==> src/rtl/kersram_w_if.sv <==
// Kernel SRAM write stage bus bundle: schedule handshake, input word
// stream and the shared SRAM write pins.
// Optional checksum output is present when KERSW_CKSUM_EN is defined.
interface kersram_w_if #(
    parameter int DATA_BITS     = 64,
    parameter int ADDR_CNT_BITS = 10,
    parameter int BANK_NUM      = 8
);
    // schedule handshake
    logic                     start_ker_write;
    logic                     ker_write_busy;
    logic                     ker_write_done;
    // input word stream
    logic                     din_valid;
    logic                     din_ready;
    logic [DATA_BITS-1:0]     din_data;
    // SRAM write side
    logic [BANK_NUM-1:0]      cen_kersw;
    logic [BANK_NUM-1:0]      wen_kersw;
    logic [ADDR_CNT_BITS-1:0] addr_kersw;
    logic [DATA_BITS-1:0]     data_kersw;
    logic [2:0]               cnt_bank_out;
`ifdef KERSW_CKSUM_EN
    logic [31:0]              ker_wr_cksum;
`endif

    // write-stage side
    modport slave (
`ifdef KERSW_CKSUM_EN
        output ker_wr_cksum,
`endif
        input  start_ker_write,
        input  din_valid,
        input  din_data,
        output ker_write_busy,
        output ker_write_done,
        output din_ready,
        output cen_kersw,
        output wen_kersw,
        output addr_kersw,
        output data_kersw,
        output cnt_bank_out
    );

    // scheduler / producer / SRAM side
    modport master (
`ifdef KERSW_CKSUM_EN
        input  ker_wr_cksum,
`endif
        output start_ker_write,
        output din_valid,
        output din_data,
        input  ker_write_busy,
        input  ker_write_done,
        input  din_ready,
        input  cen_kersw,
        input  wen_kersw,
        input  addr_kersw,
        input  data_kersw,
        input  cnt_bank_out
    );
endinterface

==> src/rtl/kersram_w.sv <==
// Kernel SRAM write stage.
// Accepts a valid/ready stream of kernel words and writes them into the
// 8 kernel SRAM banks in order: bank 0 addresses 0..KER_ST_LENGTH-1, then
// bank 1, ... bank 7. Completion is reported with a busy/done handshake.
// SRAM pins are registered: a word accepted at edge k drives the pins
// during cycle k..k+1 and is written by the SRAM at edge k+1.
// Optional feature: define KERSW_CKSUM_EN to add the ker_wr_cksum output
// (running 32-bit sum of both halves of every accepted word).
module kersram_w #(
    parameter int DATA_BITS     = 64,
    parameter int ADDR_CNT_BITS = 10,
    parameter int KER_ST_LENGTH = 288,
    parameter int BANK_NUM      = 8
) (
    input  logic        clk,
    input  logic        reset,
    kersram_w_if.slave  bus
);

    typedef enum logic [1:0] {
        WR_IDLE = 2'd0,
        WR_RUN  = 2'd1,
        WR_DONE = 2'd2
    } wr_state_e;

    localparam logic [ADDR_CNT_BITS-1:0] WORD_LAST = ADDR_CNT_BITS'(KER_ST_LENGTH - 1);
    localparam logic [2:0]               BANK_LAST = 3'(BANK_NUM - 1);
    localparam logic [BANK_NUM-1:0]      STROBE_OFF = {BANK_NUM{1'b1}};

    // Active-low one-cold strobe selecting the bank being written.
    function automatic logic [BANK_NUM-1:0] bank_strobe_n(input logic [2:0] bank);
        logic [BANK_NUM-1:0] s;
        for (int i = 0; i < BANK_NUM; i++) begin
            s[i] = (3'(i) == bank) ? 1'b0 : 1'b1;
        end
        return s;
    endfunction

`ifdef KERSW_CKSUM_EN
    // Modulo-2^32 accumulation of both 32-bit halves of a word.
    function automatic logic [31:0] cksum_add(input logic [31:0] acc,
                                              input logic [DATA_BITS-1:0] word);
        return acc + word[31:0] + word[63:32];
    endfunction
`endif

    wr_state_e                state_r;
    logic                     busy_r;
    logic                     done_r;
    logic                     ready_r;
    logic [ADDR_CNT_BITS-1:0] cnt_word_r;
    logic [2:0]               cnt_bank_r;
    logic [BANK_NUM-1:0]      cen_r;
    logic [BANK_NUM-1:0]      wen_r;
    logic [ADDR_CNT_BITS-1:0] addr_r;
    logic [DATA_BITS-1:0]     data_r;
    logic                     accept_s;
    logic                     last_word_s;
    logic                     last_all_s;

    // Handshake decode: a word moves when offered and the stage is running.
    always_comb begin
        accept_s    = bus.din_valid & ready_r;
        last_word_s = (cnt_word_r == WORD_LAST);
        last_all_s  = accept_s & last_word_s & (cnt_bank_r == BANK_LAST);
    end

    // Sequencer: state, word/bank counters and the registered status flags.
    always_ff @(posedge clk or negedge reset) begin
        if (!reset) begin
            state_r    <= WR_IDLE;
            busy_r     <= 1'b0;
            done_r     <= 1'b0;
            ready_r    <= 1'b0;
            cnt_word_r <= {ADDR_CNT_BITS{1'b0}};
            cnt_bank_r <= 3'd0;
        end else begin
            case (state_r)
                WR_IDLE: begin
                    if (bus.start_ker_write) begin
                        state_r    <= WR_RUN;
                        busy_r     <= 1'b1;
                        ready_r    <= 1'b1;
                        done_r     <= 1'b0;
                        cnt_word_r <= {ADDR_CNT_BITS{1'b0}};
                        cnt_bank_r <= 3'd0;
                    end else begin
                        state_r <= WR_IDLE;
                        busy_r  <= 1'b0;
                        ready_r <= 1'b0;
                        done_r  <= 1'b0;
                    end
                end
                WR_RUN: begin
                    if (accept_s) begin
                        if (last_word_s) begin
                            cnt_word_r <= {ADDR_CNT_BITS{1'b0}};
                            cnt_bank_r <= cnt_bank_r + 3'd1;
                        end else begin
                            cnt_word_r <= cnt_word_r + {{(ADDR_CNT_BITS-1){1'b0}}, 1'b1};
                        end
                    end else begin
                        cnt_word_r <= cnt_word_r;
                        cnt_bank_r <= cnt_bank_r;
                    end
                    if (last_all_s) begin
                        state_r <= WR_DONE;
                        busy_r  <= 1'b0;
                        ready_r <= 1'b0;
                        done_r  <= 1'b1;
                    end else begin
                        state_r <= WR_RUN;
                        busy_r  <= 1'b1;
                        ready_r <= 1'b1;
                        done_r  <= 1'b0;
                    end
                end
                WR_DONE: begin
                    // Single-cycle completion; start is not sampled here.
                    state_r <= WR_IDLE;
                    busy_r  <= 1'b0;
                    ready_r <= 1'b0;
                    done_r  <= 1'b0;
                end
                default: begin
                    state_r    <= WR_IDLE;
                    busy_r     <= 1'b0;
                    ready_r    <= 1'b0;
                    done_r     <= 1'b0;
                    cnt_word_r <= {ADDR_CNT_BITS{1'b0}};
                    cnt_bank_r <= 3'd0;
                end
            endcase
        end
    end

    // SRAM pin registers: strobe one bank per accepted word, otherwise idle.
    always_ff @(posedge clk or negedge reset) begin
        if (!reset) begin
            cen_r  <= STROBE_OFF;
            wen_r  <= STROBE_OFF;
            addr_r <= {ADDR_CNT_BITS{1'b0}};
            data_r <= {DATA_BITS{1'b0}};
        end else if (accept_s) begin
            cen_r  <= bank_strobe_n(cnt_bank_r);
            wen_r  <= bank_strobe_n(cnt_bank_r);
            addr_r <= cnt_word_r;
            data_r <= bus.din_data;
        end else begin
            // Address and data hold so the bus does not toggle in bubbles.
            cen_r  <= STROBE_OFF;
            wen_r  <= STROBE_OFF;
            addr_r <= addr_r;
            data_r <= data_r;
        end
    end

`ifdef KERSW_CKSUM_EN
    logic [31:0] cksum_r;

    // Running checksum: cleared when a load starts, held after completion.
    always_ff @(posedge clk or negedge reset) begin
        if (!reset) begin
            cksum_r <= 32'd0;
        end else if ((state_r == WR_IDLE) && bus.start_ker_write) begin
            cksum_r <= 32'd0;
        end else if (accept_s) begin
            cksum_r <= cksum_add(cksum_r, bus.din_data);
        end else begin
            cksum_r <= cksum_r;
        end
    end

    assign bus.ker_wr_cksum = cksum_r;
`endif

    assign bus.ker_write_busy = busy_r;
    assign bus.ker_write_done = done_r;
    assign bus.din_ready      = ready_r;
    assign bus.cen_kersw      = cen_r;
    assign bus.wen_kersw      = wen_r;
    assign bus.addr_kersw     = addr_r;
    assign bus.data_kersw     = data_r;
    assign bus.cnt_bank_out   = cnt_bank_r;

endmodule

==> src/flat_wrapper.sv <==
// flat-port wrapper written by rule: the top's interface ports become plain ports
module kersram_w_flat 
#(
    parameter int DATA_BITS     = 64,
    parameter int ADDR_CNT_BITS = 10,
    parameter int KER_ST_LENGTH = 288,
    parameter int BANK_NUM      = 8
)
  (clk, reset, bus_start_ker_write, bus_din_valid, bus_din_data, bus_ker_write_busy, bus_ker_write_done, bus_din_ready, bus_cen_kersw, bus_wen_kersw, bus_addr_kersw, bus_data_kersw, bus_cnt_bank_out);
  kersram_w_if #(.DATA_BITS(DATA_BITS), .ADDR_CNT_BITS(ADDR_CNT_BITS), .BANK_NUM(BANK_NUM)) bus_i ();
  input  logic clk;
  input  logic reset;
  input wire logic [$bits(bus_i.start_ker_write)-1:0] bus_start_ker_write;
  input wire logic [$bits(bus_i.din_valid)-1:0] bus_din_valid;
  input wire logic [$bits(bus_i.din_data)-1:0] bus_din_data;
  output wire logic [$bits(bus_i.ker_write_busy)-1:0] bus_ker_write_busy;
  output wire logic [$bits(bus_i.ker_write_done)-1:0] bus_ker_write_done;
  output wire logic [$bits(bus_i.din_ready)-1:0] bus_din_ready;
  output wire logic [$bits(bus_i.cen_kersw)-1:0] bus_cen_kersw;
  output wire logic [$bits(bus_i.wen_kersw)-1:0] bus_wen_kersw;
  output wire logic [$bits(bus_i.addr_kersw)-1:0] bus_addr_kersw;
  output wire logic [$bits(bus_i.data_kersw)-1:0] bus_data_kersw;
  output wire logic [$bits(bus_i.cnt_bank_out)-1:0] bus_cnt_bank_out;
  assign bus_i.start_ker_write = bus_start_ker_write;
  assign bus_i.din_valid = bus_din_valid;
  assign bus_i.din_data = bus_din_data;
  assign bus_ker_write_busy = bus_i.ker_write_busy;
  assign bus_ker_write_done = bus_i.ker_write_done;
  assign bus_din_ready = bus_i.din_ready;
  assign bus_cen_kersw = bus_i.cen_kersw;
  assign bus_wen_kersw = bus_i.wen_kersw;
  assign bus_addr_kersw = bus_i.addr_kersw;
  assign bus_data_kersw = bus_i.data_kersw;
  assign bus_cnt_bank_out = bus_i.cnt_bank_out;
  kersram_w #(.DATA_BITS(DATA_BITS), .ADDR_CNT_BITS(ADDR_CNT_BITS), .KER_ST_LENGTH(KER_ST_LENGTH), .BANK_NUM(BANK_NUM)) u_core (.clk(clk), .reset(reset), .bus(bus_i));
endmodule
==> config.mk <==
export PLATFORM = sky130hd
export DESIGN_NAME = kersram_w_flat
export DESIGN_NICKNAME = d
export VERILOG_FILES = /design/src/rtl/kersram_w_if.sv /design/src/rtl/kersram_w.sv /design/src/flat_wrapper.sv
export SDC_FILE = /design/constraint.sdc
export NUM_CORES = 1
export LEC_CHECK = 0
export ABC_AREA = 1
export BUFFER_PORTS_ARGS = -buffer_cell sky130_fd_sc_hd__buf_4
export CAP_MARGIN = 10
export CELL_PAD_IN_SITES_DETAIL_PLACEMENT = 1
export CELL_PAD_IN_SITES_GLOBAL_PLACEMENT = 1
export CORE_AREA = 10 10 116 118
export DETAILED_ROUTE_END_ITERATION = 7
export DIE_AREA = 0 0 126 128
export GPL_TIMING_DRIVEN = 0
export PLACE_DENSITY_LB_ADDON = 0.15
export SYNTH_ARGS = -nofsm -noshare
export SYNTH_HDL_FRONTEND = slang
export SYNTH_SLANG_ARGS = --single-unit
==> constraint.sdc <==
create_clock -name clk -period 3.7 [get_ports clk]
set_clock_uncertainty 0.15 [all_clocks]
set_input_delay 0 -clock clk [delete_from_list [all_inputs] [get_ports clk]]
set_output_delay 0 -clock clk [all_outputs]
set_load 0.01 [all_outputs]
Word-level counts from Yosys, hierarchy flattened
Index checks and enable logic that the tools add are counted.

storage, ports and cells
  logic and storage cells = 57
  flip-flop bits (word level) = 99

cells by class
  bitwise logic cells = 4
  reduce and logical (&&, ||, !) cells = 4
  eq/ne operators = 14
  multiplexer cells = 25
  $add $sub $neg = 2

operator list
  operator               count
  $mux 10                3
  $pmux 10 s3            1
  $mux 1                 13
  $eq 3x3->1 const A     4
  $add 10x1->10 const B  1
  $eq 10x9->1 const B    1
  $mux 3                 3
  $pmux 3 s3             1
  $mux 8                 1
  $eq 2x3->1 const A     2
  $ne 2x1->1 const B     2
  $pmux 2 s2             1
  $reduce_and 4->1       1
  $add 3x1->3 const B    1
  $and 1x1->1            3
  $eq 1x3->1 const A     1
  $eq 3x3->1 const B     1
  $logic_not 3->1        1
  $reduce_and 3->1       1
  $eq 2x1->1 const B     1
  $eq 2x2->1 const B     1
  $logic_not 2->1        1
  $mux 2                 1
  $ne 2x2->1 const B     1
  other kinds (2)        2

Longest topological paths before layout
  depth in word-level cells = 5
  mapped depth = 9
  mapped depth without buffers = 9

Worst setup path after synthesis
OpenSTA, ideal clock, no wires.

  path type = reg-to-reg
  start = reg, netlist name u_core.bus.ker_write_done
  end = reg u_core.cnt_word_r[9]
  setup slack = 2.300 ns
  required time = 3.431 ns
  period minus slack after synthesis = 1.400 ns
  cell stages (with the launch flop) = 6
  arrival time = 1.130 ns
  cell sequence = dfrtp_1 > o21ai_1 > nand2_4 > buf_4 > a31oi_1 > nor2_1

RTL lines
  item                  RTL line         text
  to (signal assigned)  kersram_w.sv:75  cnt_word_r <= {ADDR_CNT_BITS{1'b0}};
  to (signal assigned)  kersram_w.sv:85  cnt_word_r <= {ADDR_CNT_BITS{1'b0}};
  to (signal assigned)  kersram_w.sv:97  cnt_word_r <= {ADDR_CNT_BITS{1'b0}};
  to (decl)             kersram_w.sv:51  logic [ADDR_CNT_BITS-1:0] cnt_word_r;

==> metrics <==
Final Non-Filler Cells 844; worst-path cell chain nand2_2, inv_2, buf_4, buf_2, nand2_1, nand2_1; syn_area_per_cell 8.83 um^2; Hold Vio Cnt, Final 0; final max-slew violation count 0; via count 3911; post-CTS resize count 0; Critical path origin u_core.state_r[0]; critical path's slowest cell dfrtp_1; Final GP Congestion 0.815; RR Startpoint u_core.state_r[0]; asr flop ratio synth 100%; Buf+Inv Stages, Crit Path 3; CTS Root Cell clkbuf_16; Crit Path Max Fanout 10; Hold Crit Class primary input to register; Max Cap Viol 0; DRC 0; nets@finish 771; Mapped Nets 529; Crit path required time 3.82 ns; clk sinks 97; crit path time final 1.67 ns; synthesis-to-finish area growth 59.5%; status complete, no violations; core area 11200 um^2; Worst-Skew Late Latency 0.34 ns; n_diodes 0; max incr delay on CP 0.45 ns; Max Buffers Root-to-Sink 2; fin crit share 45.1%; Global Route Usage Sum 18.3%; post-synth design cell area 4010 um^2; Worst path most repeated cell nand2_1; critical path class register to register; # fillers 1301; post-route antenna net violation count 0; Final HPWL DP 10.1 mm; crit start category register; gr ovfl total 0; Crit path max-delay family buffers and inverters; largest net degree at the start of global routing 98; vias in the first global route 4368; Ports 164; Peak VDD IR 0.220 mV; final setup fails 0; DR vias/cell 4.63; hold wc startpoint bus_din_valid; TritonCTS clock tree done; synthesized flop and latch total 97; first-pass GRT wire length 23.7 mm; WHS 0.0456 ns; top_reg_cell synth dfrtp_1; Die Y 128 um; slew of the pin with the lowest slew margin 0.516 ns; Arr. time, crit path 1.79 ns; antenna violations before repair 0; Worst setup EP type register; Peak Freq 599 MHz; fraction of final layout cells sized beyond drive strength 1 30.8%; WL per Instance 17.4 um; most frequent cells in the layout 242 x nand2_1, 174 x buf_4, 89 x dfrtp_1, 67 x dlygate4sd3_1, 20 x nor2_1; P per Cell Area 453 nW/um^2; Placement Rows 39; unrepaired setup endpoints after global routing no; leakage power 3.41 nW; Post-synth EDFFs 0; CTS Hold Bufs 66; commonest non-fill, non-tap cell in the layout nand2_1; slew margin rel. 65.6%; TNS Setup 0 ns; fin util 57.0%; Iter 0 DRT Violations 345; PortBufs 163; die width 126 um; TritonCTS buffer count 9; WL final 14.7 mm; register clock-pin slew on the reported worst setup and hold paths 0.06 ns; synth unique cells 24; htree depth 3; Initial DRT Pass Iterations 4; initial core utilization 35.7%; Mapped Cells 454; post-CTS setup buffer count 0; die area 16100 um^2; Seq/Total Area, Yosys 60.8%; placed cells 760; Ys Warns 0
[cell type report]
cell class	count	area (um^2)	share of cell area, %
tap	143	179	2.80
clock buffer	13	260	4.07
inverter	20	75.1	1.17
multi-input combinational	311	1350	21.1
timing repair buffer	231	1920	30.1
sequential	97	2440	38.1
buffer	26	148	2.31
clock inverter	3	25.0	0.391
[sequential cells by signal, indices dropped and copies added (netlist names)]
signal	count
u_core.bus.cnt_bank_out	3
u_core.bus.data_kersw	64
u_core.cnt_word_r	10
u_core.bus.addr_kersw	10
u_core.bus.ker_write_done	1
u_core.state_r	1
u_core.bus.wen_kersw	8
[logic make-up (layout without fill, tap and decap cells)]
logic type      Yosys count  after routing  synth area share (%)
compound gates           14             14                  1.81
xor+xnor                  2              2                 0.437
fa+ha+maj                 7              7                  2.19
buf+inv                  46            293                  5.56
flops                    97             97                  60.8
simple gates            288            288                  29.2
[stage by stage]
| stage | setup slack [ns] | power [W] | instance area [um^2] |
|---|---|---|---|
| after floorplan | 2.30 | 0.00158 | 4010 |
| after global placement | 2.13 | 0.00193 | 5410 |
| after detailed placement | 2.06 | 0.00196 | 5410 |
| after CTS | 2.04 | 0.00293 | 6360 |
| after global routing | 1.89 | 0.00307 | 6390 |
| final | 2.03 | 0.00290 | 6390 |
[metal layers]
| layer | vias up | share of wire, % | GRT usage (%) |
|---|---|---|---|
| met5 | - | 0 | 0 |
| met3 | 20 | 4.8 | 4.43 |
| met2 | 107 | 54 | 33.3 |
| met1 | 1918 | 39 | 20.4 |
| met4 | 0 | 2.0 | 6.03 |
| li1 | 1866 | - | - |
[Yosys cell counts, types with 3 or more instances]
library cell  instances  share of area [%]
buf_4                11                2.1
inv_1                17                1.6
clkbuf_1              8               0.75
buf_2                 7               0.87
dfstp_2               8                5.2
inv_2                 3               0.28
o21ai_0               9                1.1
dfrtp_1              89                 56
nand2_2               3               0.47
nand4_1               5               0.78
nand3_1              11                1.4
nor2_1               20                1.9
nand2_1             242                 23
ha_1                  7                2.2
[worst min-delay path, cell delays in order]
cell	delay, ns
buf_4	0.09
nand2_2	0.19
nand2_1	0.11
o21ai_0	0.08
[report_power, final]
part / switching (W) / leakage, nW / internal [W]
Combinational: 0.000362 / 2.07 / 0.000336
Clock: 0.000395 / 0.136 / 0.000496
Sequential: 0.000102 / 1.20 / 0.00121
Total: 0.000859 / 3.41 / 0.00204
[path summary, 6_finish.rpt]
kind	to	slack, ns	cells after the start
max	u_core.bus.data_kersw[21]	2.03	6
min	u_core.bus.addr_kersw[0]	0.05	4
max reg2reg	u_core.bus.data_kersw[21]	2.03	6
min reg2reg	u_core.bus.data_kersw[0]	0.33	2
max in group asynchronous	u_core.bus.wen_kersw[1]	2.18	4
min in group asynchronous	u_core.bus.data_kersw[58]	0.51	3
No activity file was read; power rests on OpenSTA's default activity.
